===== src/rtl/lvds_clk_pkg.sv =====
// Shared types and defaults for the forwarded sensor LVDS clock-enable sequencer.
package lvds_clk_pkg;

  localparam int STATE_W       = 2;
  localparam int PWRUP_DLY_DEF = 1024;
  localparam int MIN_OFF_DEF   = 16;

  typedef enum logic [STATE_W-1:0] {
    ST_PWRUP = 2'd0,
    ST_OFF   = 2'd1,
    ST_RUN   = 2'd2,
    ST_HOLD  = 2'd3
  } state_e;

  // A delay window shorter than one cycle still costs one full cycle.
  function automatic int eff_dly(input int dly);
    return (dly < 1) ? 1 : dly;
  endfunction

endpackage


===== src/rtl/lvds_clk_dly_cnt.sv =====
// Loadable down-counter with zero flag; shared by the power-up and off-time windows.
module lvds_clk_dly_cnt #(
  parameter int               CNT_W   = 16,
  parameter logic [CNT_W-1:0] RST_VAL = '0
) (
  input  logic             clk_i,
  input  logic             rst_ni,
  input  logic             load_i,
  input  logic             en_i,
  input  logic [CNT_W-1:0] load_val_i,
  output logic             zero_o
);

  logic [CNT_W-1:0] cnt_q, cnt_d;

  // Parks at zero so the owner can sample the flag for as long as it likes.
  always_comb begin
    cnt_d = cnt_q;
    if (load_i)                   cnt_d = load_val_i;
    else if (en_i && cnt_q != '0) cnt_d = cnt_q - 1'b1;
  end

  always_ff @(posedge clk_i or negedge rst_ni) begin
    if (!rst_ni) cnt_q <= RST_VAL;
    else         cnt_q <= cnt_d;
  end

  assign zero_o = (cnt_q == '0);

endmodule


===== src/rtl/lvds_clk_ce_ctrl.sv =====
// Clock-enable sequencer for the ODDR2 forwarded sensor clock: power-up hold-off, start/stop, min off-time.
// Optional auto-stop burst mode enabled by defining LVDS_CLK_BURST_EN.
module lvds_clk_ce_ctrl
  import lvds_clk_pkg::*;
#(
  parameter int PWRUP_DLY = PWRUP_DLY_DEF,
  parameter int MIN_OFF   = MIN_OFF_DEF,
  parameter int CNT_W     = 16
) (
  input  logic             clk_lvds_sdr_in,
  input  logic             rst_n,
  input  logic             start_req,
  input  logic             stop_req,
  input  logic [CNT_W-1:0] burst_len,
  output logic             ce,
  output logic             clk_on,
  output logic             ready,
  output logic             start_drop,
  output logic [CNT_W-1:0] run_cnt
);

  localparam logic [CNT_W-1:0] PWRUP_LD = CNT_W'(eff_dly(PWRUP_DLY) - 1);
  localparam logic [CNT_W-1:0] HOLD_LD  = CNT_W'(eff_dly(MIN_OFF) - 1);
  localparam logic [CNT_W-1:0] CNT_MAX  = '1;

  state_e           state_q;
  logic             ce_q, clk_on_q, ready_q, start_drop_q;
  logic [CNT_W-1:0] run_cnt_q, run_cnt_d;
  logic             start_ok, burst_done, stop_run;
  logic             dly_load, dly_en, dly_zero;

  assign start_ok  = (state_q == ST_OFF) && start_req && !stop_req;
  assign run_cnt_d = (run_cnt_q == CNT_MAX) ? run_cnt_q : run_cnt_q + 1'b1;

`ifdef LVDS_CLK_BURST_EN
  logic [CNT_W-1:0] burst_q;

  always_ff @(posedge clk_lvds_sdr_in or negedge rst_n) begin
    if (!rst_n)        burst_q <= '0;
    else if (start_ok) burst_q <= burst_len;
  end

  // Exit on the edge that completes the burst_q-th ce-high cycle.
  assign burst_done = (burst_q != '0) && (run_cnt_q == burst_q - 1'b1);
`else
  logic unused_burst_len;
  assign unused_burst_len = ^burst_len;
  assign burst_done       = 1'b0;
`endif

  assign stop_run = (state_q == ST_RUN) && (stop_req || burst_done);
  assign dly_load = stop_run;
  assign dly_en   = (state_q == ST_PWRUP) || (state_q == ST_HOLD);

  lvds_clk_dly_cnt #(
    .CNT_W   (CNT_W),
    .RST_VAL (PWRUP_LD)
  ) u_dly (
    .clk_i      (clk_lvds_sdr_in),
    .rst_ni     (rst_n),
    .load_i     (dly_load),
    .en_i       (dly_en),
    .load_val_i (HOLD_LD),
    .zero_o     (dly_zero)
  );

  // Outputs are set on the same edge as the state change so ce is a clean flop into ODDR2 CE.
  always_ff @(posedge clk_lvds_sdr_in or negedge rst_n) begin
    if (!rst_n) begin
      state_q      <= ST_PWRUP;
      ce_q         <= 1'b0;
      clk_on_q     <= 1'b0;
      ready_q      <= 1'b0;
      start_drop_q <= 1'b0;
      run_cnt_q    <= '0;
    end else begin
      start_drop_q <= start_req && (state_q != ST_OFF);
      unique case (state_q)
        ST_PWRUP: begin
          if (dly_zero) begin
            state_q <= ST_OFF;
            ready_q <= 1'b1;
          end
        end
        ST_OFF: begin
          if (start_ok) begin
            state_q   <= ST_RUN;
            ce_q      <= 1'b1;
            clk_on_q  <= 1'b1;
            ready_q   <= 1'b0;
            run_cnt_q <= '0;
          end
        end
        ST_RUN: begin
          run_cnt_q <= run_cnt_d;
          if (stop_run) begin
            state_q  <= ST_HOLD;
            ce_q     <= 1'b0;
            clk_on_q <= 1'b0;
          end
        end
        ST_HOLD: begin
          if (dly_zero) begin
            state_q <= ST_OFF;
            ready_q <= 1'b1;
          end
        end
        default: state_q <= ST_PWRUP;
      endcase
    end
  end

  assign ce         = ce_q;
  assign clk_on     = clk_on_q;
  assign ready      = ready_q;
  assign start_drop = start_drop_q;
  assign run_cnt    = run_cnt_q;

endmodule


===== config.mk =====
export PLATFORM = sky130hd
export DESIGN_NAME = lvds_clk_ce_ctrl
export DESIGN_NICKNAME = d
export VERILOG_FILES = /design/src/rtl/lvds_clk_pkg.sv /design/src/rtl/lvds_clk_dly_cnt.sv /design/src/rtl/lvds_clk_ce_ctrl.sv
export SDC_FILE = /design/constraint.sdc
export NUM_CORES = 1
export LEC_CHECK = 0
export CAP_MARGIN = 20
export CORE_MARGIN = 4
export CORE_UTILIZATION = 47
export DETAILED_ROUTE_END_ITERATION = 12
export HOLD_SLACK_MARGIN = 0.06
export MAX_ROUTING_LAYER = met4
export PLACE_DENSITY = 0.8
export REMOVE_ABC_BUFFERS = 1
export SYNTH_ARGS = -nofsm -noshare
export SYNTH_HDL_FRONTEND = slang
export SYNTH_SLANG_ARGS = --single-unit
export TNS_END_PERCENT = 10

===== constraint.sdc =====
create_clock -name clk_lvds_sdr_in -period 1.9 [get_ports clk_lvds_sdr_in]
set_input_delay 0.285 -clock clk_lvds_sdr_in [delete_from_list [all_inputs] [get_ports clk_lvds_sdr_in]]
set_output_delay 0.285 -clock clk_lvds_sdr_in [all_outputs]
set_load 0.005 [all_outputs]

==> impl_metrics.csv, run 1 <==
group,metric,value,unit
routing,top_layer_used,"met4",
yosys,ys_warn_count,0,
grt,grt_pass1_vias,2098,
worst_hold_path,min_from,"u_dly.cnt_q[4]$_DFFE_PN1P_",
timing,max_freq,524,MHz
run,maxCapViolCount,0,
timing,skew,0.00595,ns
power_and_ir_drop,powerDensity,528,mW/mm^2
timing,final.period_utilization,100,%
yosys,yosysUniqueCellTypes,48,
routing,wl_per_cell,16.8,um
routing,avgViaCountPerCell,6.05,
yosys,syn_area,0.00217,mm^2
critical_path,cp-start-kind,"flop",
clock_tree,clockBufferDepth,2,
final_layout,nNetsFinal,330,
clock_tree,cts_tree,"yes",
clock_tree,clk_latency,0.30,ns
outcome,status,"complete, but fails checks",
die,io_pins,40,
clock_tree,htree_levels,2,
die,row_count,24,
critical_path,r2r_cells,4,
grt,antenna_found_initial,0,
timing,period_needed,1.91,ns
yosys,synthCells,239,
yosys,synth_top_area_share,31.1,%
die,start_util,49.3,%
critical_path,critPathKind,"flop to flop",
clock_tree,cts_made_buffers,5,
critical_path,regToRegStartpoint,"u_dly.cnt_q[7]$_DFFE_PN1P_",
die,die_h,76.0,um
critical_path,cp.arrival,2.13,ns
timing,setup_viol,3,
timing,fin_tns_setup,-0.0121,ns
worst_hold_path,min_to,"u_dly.cnt_q[4]$_DFFE_PN1P_",
routing,met1_length,2470,um
critical_path,cp.required,2.13,ns
timing,timing.slew.headroom,68.8,%
yosys,synth.avg_cell_area,9.10,um^2
critical_path,end_kind,"flop",
worst_hold_path,hold_path_class,"flop to flop",
final_layout,diodes,0,
yosys,ys_ff_latch,37,
power_and_ir_drop,max-vdd-ir-drop,442,uV
grt,grt_max_degree,38,
yosys,synth-async-reset-ratio,100,%
yosys,yosysSeqAreaShare,43.2,%
placed_design,io_buffers,23,
yosys,synthFlopType,"dfrtp_1",
routing,routed_wl,6030,um
power_and_ir_drop,finalPower,1.64,mW
clock_tree,clk_pin_slew_worst_paths,0.08,ns
timing,rsz0062_at_grt,"yes",
routing,wl_met3,216,um
grt,grt_pass1_wl,9490,um
yosys,yosys.area.top_type,"dfrtp_1",
clock_tree,cts_num_sinks,37,
placed_design,place.gp.congestion,0.871,
final_layout,drive_above_1_share,32.2,%
timing,worst_slack,-0.00758,ns
placed_design,hpwl,3890,um
yosys,synth_area_leaders,"dfrtp_1 (31%), dfstp_2 (12%), a21oi_1 (5.1%)",
power_and_ir_drop,p_leak,1.26,nW
routing,dr_wl_met2,3190,um
critical_path,r2r_slack,-0.008,ns
die,die_area,0.00578,mm^2
die,die_x,76.0,um
grt,grtUsageTotal,20.1,%
timing,hold_viol,0,
routing,drtPass1Iterations,4,
final_layout,final_area,0.00311,mm^2
grt,grt_overflow_total,0,
final_layout,synthToLayoutAreaGrowth,43.1,%
routing,drtIter0Drc,92,
die,core_area,0.00441,mm^2
critical_path,worstReg2RegEnd,"u_dly.cnt_q[14]$_DFFE_PN0P_",
outcome,violations,"setup timing",
yosys,synth-edff-count,0,
placed_design,place_ws,-0.222,ns
timing,worstMarginPinSlew,0.469,ns
placed_design,placed_area,0.00274,mm^2
critical_path,cp_max_fo,4,
worst_hold_path,hold_depth,2,
clock_tree,cts_root_buffer,"clkbuf_8",
routing,drc,0,
routing,antenna_left,0,
final_layout,mostFrequentLayoutCell,"buf_4",
final_layout,postLayoutCoreUtil,70.5,%
final_layout,layout_common_cells,"buf_4 (44), dfrtp_1 (27), nand2_1 (22), clkdlybuf4s50_1 (22), a21oi_1 (17)",
routing,vias,2173,
timing,slew_violations,0,
==> critical path, stage by stage (launching register included) <==
cell     delay (ns)
dfstp_2        0.37
or4_4          0.54
a211o_1        0.34
or4_4          0.43
a21oi_2        0.15
==> synthesized netlist by cell type (all sizes together) (7+ instances only) <==
cell	count
dfrtp	27
a21oi	22
nand2	22
nor2	11
o21ai	11
dfstp	10
inv	10
or3	10
or4	10
mux2i	9
nand2b	9
nand3	7
nor4	7
o31ai	7
==> worst max-delay path by stage <==
| stage | startpoint | to | slack, ns | cells past startpoint |
|---|---|---|---|---|
| after floorplan | state_q[0]$_DFFE_PN0P_ | run_cnt[9]$_DFFE_PN0P_ | -0.17 | 6 |
| after global placement | start_req | run_cnt[13]$_DFFE_PN0P_ | -0.14 | 6 |
| after detailed placement | start_req | run_cnt[13]$_DFFE_PN0P_ | -0.22 | 6 |
| after CTS | u_dly.cnt_q[4]$_DFFE_PN1P_ | u_dly.cnt_q[12]$_DFFE_PN0P_ | -0.02 | 4 |
| after global routing | u_dly.cnt_q[3]$_DFFE_PN1P_ | u_dly.cnt_q[15]$_DFFE_PN0P_ | -0.05 | 6 |
| final | u_dly.cnt_q[7]$_DFFE_PN1P_ | u_dly.cnt_q[14]$_DFFE_PN0P_ | -0.008 | 4 |
==> final cells by class <==
class                   count  area [um^2]
multi-input cells         182         1350
fillers                   329         1300
flip-flops and latches     37          938
repair buffers             70          588
clock buffers               5         68.8
clock inverters             3         65.1
well taps                  52         65.1
inverters                  10         37.5
==> metrics by stage <==
stage / hold slack, ns / std cells
2_1_floorplan: -0.0106 / 229
3_3_place_gp: 0.356 / 347
4_1_cts: 0.515 / 356
6_report: 0.522 / 359
3_5_place_dp: 0.359 / 347
5_1_grt: 0.539 / 359
==> state kept, by name, indices dropped and copies added (netlist names) <==
name         flops
run_cnt         16
state_q          2
ready            1
u_dly.cnt_q     16
clk_on           1
start_drop       1
==> metal layers <==
layer,vias to the layer above,track usage (%)
met3,16,4.85
li1,1032,-
met1,1076,23.5
met4,0,6.76
met2,49,33.7
met5,-,-
==> kinds of logic after synthesis <==
kind of cell    Yosys count  synth area share, %
simple gates            104                 27.3
compound gates           64                 18.8
flops                    37                 43.2
mux                      10                 4.66
fa+ha+maj                 4                 2.30
buf+inv                  20                 3.80
==> report_power, final <==
group          internal [mW]  switching [mW]  leakage, nW  total [mW]
Combinational         0.0116          0.0206        0.753      0.0323
Sequential             0.789        0.000238        0.438       0.789
Clock                  0.522           0.301       0.0681       0.823
Total                   1.32           0.322         1.26        1.64
==> repair_timing <==
action,in CTS,in global routing
resized for setup,18,22
hold buffers,1,0
setup buffers,0,3
pin swaps,3,8
gates cloned,0,0
endpoints found under the setup margin,12,21
endpoints found under the hold margin,27,0
No activity file was read; power rests on OpenSTA's default activity.
==> run 2, diff against run 1 <==
==> constraint.sdc (replaced) <==
create_clock -name clk_lvds_sdr_in -period 1.9 [get_ports clk_lvds_sdr_in]
set_input_delay 0.19 -clock clk_lvds_sdr_in [delete_from_list [all_inputs] [get_ports clk_lvds_sdr_in]]
set_output_delay 0.19 -clock clk_lvds_sdr_in [all_outputs]
set_load 0.005 [all_outputs]
==> run 2 against run 1 <==
  * The flow now finishes without violations
  * Total power shrank 17%
  * Clock skew down 0.00071 ns
  * Global-route usage increased by 0.12 points
  * Via count fell by 2.9%
  * Critical path type unchanged
==> impl_metrics.csv, run 2 (synthesized netlist as in run 1, its figures left out) <==
group,metric,value,unit
final_layout,synthToLayoutAreaGrowth,37.5,%
timing,skew,0.00524,ns
die,die_x,76.0,um
final_layout,stdcell_count,356,
power_and_ir_drop,powerDensity,458,mW/mm^2
critical_path,critPathKind,"flop to flop",
routing,routed_wl,5540,um
placed_design,hpwl,3820,um
power_and_ir_drop,max-vdd-ir-drop,377,uV
grt,grt_pass1_wl,9560,um
clock_tree,cts_made_buffers,5,
die,die_h,76.0,um
power_and_ir_drop,p_leak,1.20,nW
clock_tree,clk_latency,0.30,ns
critical_path,cp.arrival,2.12,ns
timing,whs,0.426,ns
final_layout,n_fill_cell,337,
die,start_util,49.3,%
routing,drc,0,
placed_design,dp_cells,346,
placed_design,io_buffers,23,
die,core_area,0.00441,mm^2
run,maxCapViolCount,0,
clock_tree,cts_root_buffer,"clkbuf_8",
grt,grt_max_degree,26,
routing,drtIter0Drc,88,
timing,worstMarginPinSlew,0.563,ns
timing,timing.slew.headroom,62.4,%
grt,grtUsageTotal,20.2,%
placed_design,place.gp.congestion,0.884,
die,row_count,24,
routing,wl_per_cell,15.6,um
die,die_area,0.00578,mm^2
final_layout,diodes,0,
clock_tree,cts_num_sinks,37,
timing,max_freq,528,MHz
routing,avgViaCountPerCell,5.92,
grt,antenna_found_initial,0,
timing,slew_violations,0,
timing,setup_viol,0,
timing,final.period_utilization,99.7,%
final_layout,layout_common_cells,"buf_4 (40), dfrtp_1 (27), nand2_1 (22), clkdlybuf4s50_1 (22), a21oi_1 (16)",
routing,drtPass1Iterations,4,
routing,vias,2109,
outcome,status,"finished clean",
critical_path,cp_max_fo,5,
final_layout,mostFrequentLayoutCell,"buf_4",
timing,hold_viol,0,
worst_hold_path,hold_path_class,"primary input to async pin",
timing,rsz0062_at_grt,"yes",
clock_tree,clk_pin_slew_worst_paths,0.08,ns
grt,grt_pass1_vias,2164,
critical_path,end_kind,"flop",
timing,period_needed,1.89,ns
critical_path,cp.required,2.12,ns
final_layout,drive_above_1_share,31.3,%
clock_tree,cts_tree,"yes",
routing,antenna_left,0,
clock_tree,htree_levels,2,
final_layout,nNetsFinal,327,
grt,grt_overflow_total,0,
critical_path,cp-start-kind,"flop",
clock_tree,clockBufferDepth,2,
die,io_pins,40,
## run 2: final timing paths
check	slack, ns	from	endpoint	cells after the start
worst max-delay path	0.006	u_dly.cnt_q[4]$_DFFE_PN1P_	u_dly.cnt_q[14]$_DFFE_PN0P_	4
worst min-delay path	0.43	rst_n	run_cnt[8]$_DFFE_PN0P_	2
worst max register to register	0.006	u_dly.cnt_q[4]$_DFFE_PN1P_	u_dly.cnt_q[14]$_DFFE_PN0P_	4
worst min register to register	0.51	u_dly.cnt_q[4]$_DFFE_PN1P_	u_dly.cnt_q[4]$_DFFE_PN1P_	2
max in group asynchronous	0.87	rst_n	u_dly.cnt_q[6]$_DFFE_PN1P_	3
min in group clk_lvds_sdr_in	0.51	u_dly.cnt_q[4]$_DFFE_PN1P_	u_dly.cnt_q[4]$_DFFE_PN1P_	2
## run 2: critical path: stages, from the launching register on
cell and delay (ns):
dfstp_2 0.39, or3_1 0.42, or3_4 0.39, or4_4 0.49
a21oi_2 0.13
## run 2: layer usage
metal  vias to the layer above  share of wire [%]  wire length, um  track usage [%]
met2                        50                 52             2860             33.0
met5                         -                  0                0                -
li1                       1026                  -                -                -
met1                      1020                 42             2330             24.2
met3                        13                4.0              219             4.96
met4                         0                2.3              125             7.47
## run 2: cell type report
cell class	instances	area (um^2)	area share, %
Clock buffer	6	72.6	2.43
Clock inverter	2	10.0	0.335
Sequential cell	37	938	31.4
Timing Repair Buffer	67	569	19.0
Multi-Input combinational cell	182	1300	43.4
Inverter	10	37.5	1.26
Tap cell	52	65.1	2.18
## run 2: where the power goes
part	switching (mW)	leakage, nW	internal [mW]	total [mW]
combinational	0.0211	0.720	0.0129	0.0341
sequential	0.000269	0.438	0.789	0.790
clock	0.291	0.0450	0.254	0.545
total	0.312	1.20	1.06	1.37
## run 2: timing repair
item / 4_1_cts / 5_1_grt
endpoints found under the setup margin: 13 / 25
setup buffers: 0 / 1
hold endpoints to repair: 16 / 0
hold buffers: 1 / 0
pin swaps: 5 / 7
resized for setup: 10 / 27
## run 2: stage by stage
| step | setup WS (ns) | area, um^2 | setup TNS (ns) | power [mW] | util, % |
|---|---|---|---|---|---|
| after floorplan | -0.165 | 2130 | -0.589 | 0.807 | - |
| after global placement | -0.0223 | 2740 | -0.0804 | 0.837 | 62.0 |
| after detailed placement | -0.0554 | 2740 | -0.326 | 0.838 | 62.0 |
| after CTS | -0.0131 | 2870 | -0.0243 | 1.38 | 65.1 |
| after global routing | -0.0473 | 2990 | -0.322 | 1.43 | 67.7 |
| final | 0.00562 | 2990 | 0 | 1.37 | 67.7 |
